$ cat config.mk
export PLATFORM = sky130hd
export DESIGN_NAME = dsm_sample_scheduler
export DESIGN_NICKNAME = d
export VERILOG_FILES = /design/src/rtl/dsm_pkg.sv /design/src/rtl/dsm_sample_fifo.sv /design/src/rtl/dsm_sample_scheduler.sv
export SDC_FILE = /design/constraint.sdc
export NUM_CORES = 1
export LEC_CHECK = 0
export ABC_AREA = 1
export ABC_CLOCK_PERIOD_IN_PS = 2250
export CAP_MARGIN = 40
export CORE_ASPECT_RATIO = 1.75
export CORE_MARGIN = 2
export CORE_UTILIZATION = 55
export CTS_CLUSTER_DIAMETER = 30
export CTS_CLUSTER_SIZE = 8
export DETAILED_ROUTE_END_ITERATION = 16
export HOLD_SLACK_MARGIN = 0.1
export PLACE_DENSITY_LB_ADDON = 0.25
export SYNTH_ARGS = -nofsm -noshare
export SYNTH_HDL_FRONTEND = slang
export SYNTH_HIERARCHICAL = 1
export SYNTH_SLANG_ARGS = --single-unit
$ cat constraint.sdc
create_clock -name i_clk -period 2.25 [get_ports i_clk]
set_input_delay 0.3375 -clock i_clk [delete_from_list [all_inputs] [get_ports i_clk]]
set_output_delay 0.3375 -clock i_clk [all_outputs]
set_load 0.01 [all_outputs]
$ cat src/rtl/dsm_pkg.sv
// Shared types for the delta-sigma sample scheduler: FSM state encoding and
// the occupancy-counter width helper used by the FIFO and the top.
package dsm_pkg;

  typedef enum logic [1:0] {
    ST_IDLE  = 2'd0,
    ST_PRIME = 2'd1,
    ST_RUN   = 2'd2
  } dsm_state_t;

  // Occupancy must represent 0..depth inclusive.
  function automatic int fill_width(input int depth);
    return $clog2(depth) + 1;
  endfunction

endpackage

$ cat src/rtl/dsm_sample_fifo.sv
// Synchronous sample FIFO with a registered occupancy count. The head entry
// is read combinationally so a pop can land in the output register same-edge.
module dsm_sample_fifo
  import dsm_pkg::*;
#(
  parameter int DATA_WIDTH = 4,
  parameter int DEPTH      = 4
) (
  input  logic                                i_clk,
  input  logic                                i_rst_n,
  input  logic                                push,
  input  logic signed [DATA_WIDTH-1:0]        push_data,
  input  logic                                pop,
  output logic signed [DATA_WIDTH-1:0]        head,
  output logic [fill_width(DEPTH)-1:0]        count,
  output logic                                full
);

  localparam int AW = $clog2(DEPTH);
  localparam int CW = fill_width(DEPTH);
  localparam logic [CW-1:0] FULL_CNT = CW'(DEPTH);

  logic signed [DATA_WIDTH-1:0] mem [DEPTH];
  logic [AW-1:0] wr_ptr_reg;
  logic [AW-1:0] rd_ptr_reg;
  logic [CW-1:0] count_reg;
  logic          push_ok;
  logic          pop_ok;

  assign full    = (count_reg == FULL_CNT);
  assign push_ok = push && !full;
  assign pop_ok  = pop && (count_reg != '0);
  assign head    = mem[rd_ptr_reg];
  assign count   = count_reg;

  // Storage carries no reset: pointers and count define what is valid.
  always_ff @(posedge i_clk) begin
    if (push_ok) begin
      mem[wr_ptr_reg] <= push_data;
    end
  end

  always_ff @(posedge i_clk or negedge i_rst_n) begin
    if (!i_rst_n) begin
      wr_ptr_reg <= '0;
      rd_ptr_reg <= '0;
      count_reg  <= '0;
    end else begin
      if (push_ok) begin
        wr_ptr_reg <= wr_ptr_reg + 1'b1;
      end
      if (pop_ok) begin
        rd_ptr_reg <= rd_ptr_reg + 1'b1;
      end
      case ({push_ok, pop_ok})
        2'b10:   count_reg <= count_reg + 1'b1;
        2'b01:   count_reg <= count_reg - 1'b1;
        default: count_reg <= count_reg;
      endcase
    end
  end

endmodule

$ cat src/rtl/dsm_sample_scheduler.sv
// Paces buffered samples into a delta-sigma modulator at one sample every
// (period+1) clocks, with priming, underflow detection and a sticky flag.
module dsm_sample_scheduler
  import dsm_pkg::*;
#(
  parameter int DATA_WIDTH  = 4,
  parameter int FIFO_DEPTH  = 4,
  parameter int OSR_WIDTH   = 8,
  parameter int PRIME_LEVEL = 2
) (
  input  logic                                i_clk,
  input  logic                                i_rst_n,
  input  logic                                i_enable,
  input  logic [OSR_WIDTH-1:0]                i_osr,
  input  logic                                i_clr_underflow,
  input  logic                                s_valid,
  input  logic signed [DATA_WIDTH-1:0]        s_data,
  output logic                                s_ready,
  output logic                                o_sample,
  output logic signed [DATA_WIDTH-1:0]        o_data,
  output logic [fill_width(FIFO_DEPTH)-1:0]   o_fill,
  output logic                                o_running,
  output logic                                o_underflow
);

  localparam int FILL_W = fill_width(FIFO_DEPTH);
  localparam logic [FILL_W-1:0] PRIME_CNT = FILL_W'(PRIME_LEVEL);

  dsm_state_t                   state_reg;
  logic [OSR_WIDTH-1:0]         period_reg;
  logic [OSR_WIDTH-1:0]         tick_cnt_reg;
  logic                         sample_reg;
  logic signed [DATA_WIDTH-1:0] data_reg;
  logic                         underflow_reg;

  logic [FILL_W-1:0]            fill;
  logic                         fifo_full;
  logic                         fifo_empty;
  logic signed [DATA_WIDTH-1:0] head_data;
  logic                         push;
  logic                         pop;
  logic                         tick;

  assign s_ready    = !fifo_full;
  assign push       = s_valid && s_ready;
  assign fifo_empty = (fill == '0);
  // A disable on this edge wins over a tick, so the tick is gated by enable.
  assign tick       = (state_reg == ST_RUN) && i_enable && (tick_cnt_reg == period_reg);
  assign pop        = tick && !fifo_empty;

  assign o_sample    = sample_reg;
  assign o_data      = data_reg;
  assign o_fill      = fill;
  assign o_running   = (state_reg == ST_RUN);
  assign o_underflow = underflow_reg;

  dsm_sample_fifo #(
    .DATA_WIDTH (DATA_WIDTH),
    .DEPTH      (FIFO_DEPTH)
  ) u_fifo (
    .i_clk     (i_clk),
    .i_rst_n   (i_rst_n),
    .push      (push),
    .push_data (s_data),
    .pop       (pop),
    .head      (head_data),
    .count     (fill),
    .full      (fifo_full)
  );

  always_ff @(posedge i_clk or negedge i_rst_n) begin
    if (!i_rst_n) begin
      state_reg     <= ST_IDLE;
      period_reg    <= '0;
      tick_cnt_reg  <= '0;
      sample_reg    <= 1'b0;
      data_reg      <= '0;
      underflow_reg <= 1'b0;
    end else begin
      sample_reg <= 1'b0;

      if (tick && fifo_empty) begin
        underflow_reg <= 1'b1;
      end else if (i_clr_underflow) begin
        underflow_reg <= 1'b0;
      end

      case (state_reg)
        ST_IDLE: begin
          if (i_enable) begin
            state_reg  <= ST_PRIME;
            period_reg <= i_osr;
          end
        end
        ST_PRIME: begin
          if (!i_enable) begin
            state_reg <= ST_IDLE;
            data_reg  <= '0;
          end else if (fill >= PRIME_CNT) begin
            state_reg    <= ST_RUN;
            tick_cnt_reg <= '0;
          end
        end
        ST_RUN: begin
          if (!i_enable) begin
            state_reg <= ST_IDLE;
            data_reg  <= '0;
          end else begin
            tick_cnt_reg <= tick ? '0 : tick_cnt_reg + 1'b1;
            if (tick) begin
              sample_reg <= 1'b1;
              // An empty tick still strobes the modulator, with zero data,
              // and drops back to PRIME to rebuild the buffer.
              if (fifo_empty) begin
                data_reg  <= '0;
                state_reg <= ST_PRIME;
              end else begin
                data_reg <= head_data;
              end
            end
          end
        end
        default: state_reg <= ST_IDLE;
      endcase
    end
  end

endmodule

==> metrics.txt <==
status completed; crit-path max FO 4; Seq cells post-synth 47; # port buffers 27; Largest register FFs 16; 1st-iter DRT viols 37; DRC viols 0; synthesized area per cell 8.75 µm²; WL/cell 11.8 µm; initial antenna violation count 0; NumNets Final 343; Crit Path Class flip-flop to flip-flop; Seq. cell area 1260 µm²; Mapped Nets 299; Finished Cell Area 2950 µm²; P per Cell Area 973 nW/µm²; htree depth 2; core area 4190 µm²; post-synthesis sequential area ratio 0.522; clock slew at reported path FFs 0.09 ns; die area 4940 µm²; Die Span Y 91.5 µm; vias in the first global route 1,784; Initial Util 0.574; Clk Latency, worst-skew pair 0.29 ns; Worst EP required 2.43 ns; Synth warnings 6; Worst Hold Class input port to async pin; layout cells sized above 1 0.169; CTS Hold Bufs 0; CP Launch Type flip-flop; maxcap violations 0; PnR worst setup slack 0.116 ns; Worst EP arrival 2.32 ns; mapped cell area 2410 µm²; clock buffer depth 2; area grow syn2layout 22.5%; Clock Skew 0.0131 ns; die width 54 µm; CP endpoint kind flip-flop; Filler cells 323; largest net degree at the start of global routing 32; gr ovfl total 0; CTS tree built; Final min period 2.13 ns; GPL Wtd Cong 0.748; GRT Total Usage 0.193; Rows 31; post-DP HPWL 3320 µm; slew margin rel. 0.734; DR vias/cell 5.05; period utilization 0.948; worst slew pin tran 0.399 ns; drt first pass iters 4; Synth cell types 27; area of placed instances 2780 µm²; n_diodes 0; Clock Tree Root clkbuf_8; max-slew violation count 0; antenna-violating nets left 0; first-pass GRT wire length 7070 µm; Pwr Total 2.87 mW; area occupied by multi-input gates 972 µm²; clk sink count 47; Fin. Hold Viols 0; Leak 1.43 nW; Top Ports 28; final wirelength 4350 µm; VDD IR-drop max 608 µV; highest clock rate 469 MHz; CTS Buf Count 5; Post-Synthesis Cells 275; setup violators final 0; routed via count 1,857; dpl ws -0.168 ns
logic make-up (layout without fill, tap and decap cells):
| family | count (synthesis) | count (layout) | synth area share |
|---|---|---|---|
| DFF | 47 | 47 | 0.522 |
| and+or+nand+nor | 132 | 132 | 0.238 |
| muxes | 3 | 3 | 0.0140 |
| buffers and inverters | 54 | 98 | 0.0926 |
| AOI/OAI and AO/OA | 24 | 24 | 0.0650 |
| adders and majority gates | 7 | 7 | 0.0395 |
| xor gates and xnor gates | 8 | 8 | 0.0291 |
power by group:
group          leakage [nW]  switching, mW  internal (mW)
Combinational         0.839          0.621          0.442
Sequential            0.544          0.152           1.11
Clock                0.0495          0.261          0.281
worst paths after layout:
kind / from / depth (start not counted) / to / slack, ns
hold reg to reg: o_data[2]$_DFFE_PN0P_ / 2 / o_data[2]$_DFFE_PN0P_ / 0.48
setup / recovery: tick_cnt_reg[0]$_DFFE_PN0P_ / 16 / u_fifo/count[2]$_DFFE_PN0P_ / 0.12
max in group asynchronous: i_rst_n / 2 / u_fifo/wr_ptr_reg[0]$_DFFE_PN0P_ / 1.52
min in group i_clk: o_data[2]$_DFFE_PN0P_ / 2 / o_data[2]$_DFFE_PN0P_ / 0.48
setup reg to reg: tick_cnt_reg[0]$_DFFE_PN0P_ / 16 / u_fifo/count[2]$_DFFE_PN0P_ / 0.12
hold / removal: i_rst_n / 2 / period_reg[6]$_DFFE_PN0P_ / 0.42
worst max-delay path: stages, from the launching register on:
cell	delay, ns
dfrtp_1	0.42
inv_1	0.11
nand2_1	0.06
nand2_1	0.05
nand2_1	0.06
nor2_2	0.13
nand2_2	0.09
nor2_4	0.12
nand2_2	0.06
inv_1	0.06
ha_2	0.18
inv_2	0.05
fa_2	0.36
inv_1	0.06
nand2_1	0.08
nand4_1	0.08
nand2_1	0.05
layout make-up:
class | instances | share of cell area
tap | 49 | 0.0208
timing repair buffer | 40 | 0.125
multi-input combinational | 174 | 0.330
sequential | 47 | 0.426
inverter | 51 | 0.0650
clock buffer | 7 | 0.0331
metrics by stage:
| stage | TNS, ns | std cells | hold WS, ns | utilization |
|---|---|---|---|---|
| floorplan | 0 | 275 | 0.0419 | - |
| global placement | -0.164 | 358 | 0.460 | 0.664 |
| detailed placement | -0.235 | 358 | 0.468 | 0.664 |
| CTS | 0 | 365 | 0.437 | 0.689 |
| global route | -0.0207 | 368 | 0.484 | 0.703 |
| finish | 0 | 368 | 0.422 | 0.703 |
synth_stat cells, drive strengths merged:
cell    count  area share
nand2      85        0.14
inv        51       0.080
dfrtp      31        0.32
nor2       23       0.039
nand3      20       0.046
edfxtp     16        0.20
a21oi      12       0.031
o211ai      8       0.025
ha          6       0.031
xnor2       4       0.015
xor2        4       0.015
buf         3       0.013
mux2        3       0.014
o21ai       3      0.0062
nand4       2      0.0052
and3        1      0.0026
fa          1      0.0083
nor3        1      0.0021
o22ai       1      0.0026
cell usage in the layout (no fill, tap or decap), drive strengths merged:
cell           count
a21oi             12
and3               1
buf               13
clkbuf             7
clkdlybuf4s50     27
dfrtp             31
edfxtp            16
fa                 1
ha                 6
inv               51
mux2               3
nand2             85
nand3             20
nand4              2
nor2              23
nor3               1
o211ai             8
o21ai              3
o22ai              1
xnor2              4
xor2               4
metal layers:
layer  routed length (µm)  part of all wire  GRT usage  vias to the layer above
li1                     -                 -          -                      947
met1                 1550              0.36      0.180                      869
met2                 2590              0.59      0.379                       34
met3                  133             0.031     0.0345                        7
met4                   74             0.017     0.0688                        0
met5                    0                 0          0                        -
repair_timing:
action | 4_1_cts | 5_1_grt
pin swaps | 0 | 7
setup endpoints to repair | 1 | 2
setup buffers | 0 | 3
resized for setup | 3 | 12
Power figures use the tool's default switching activity.
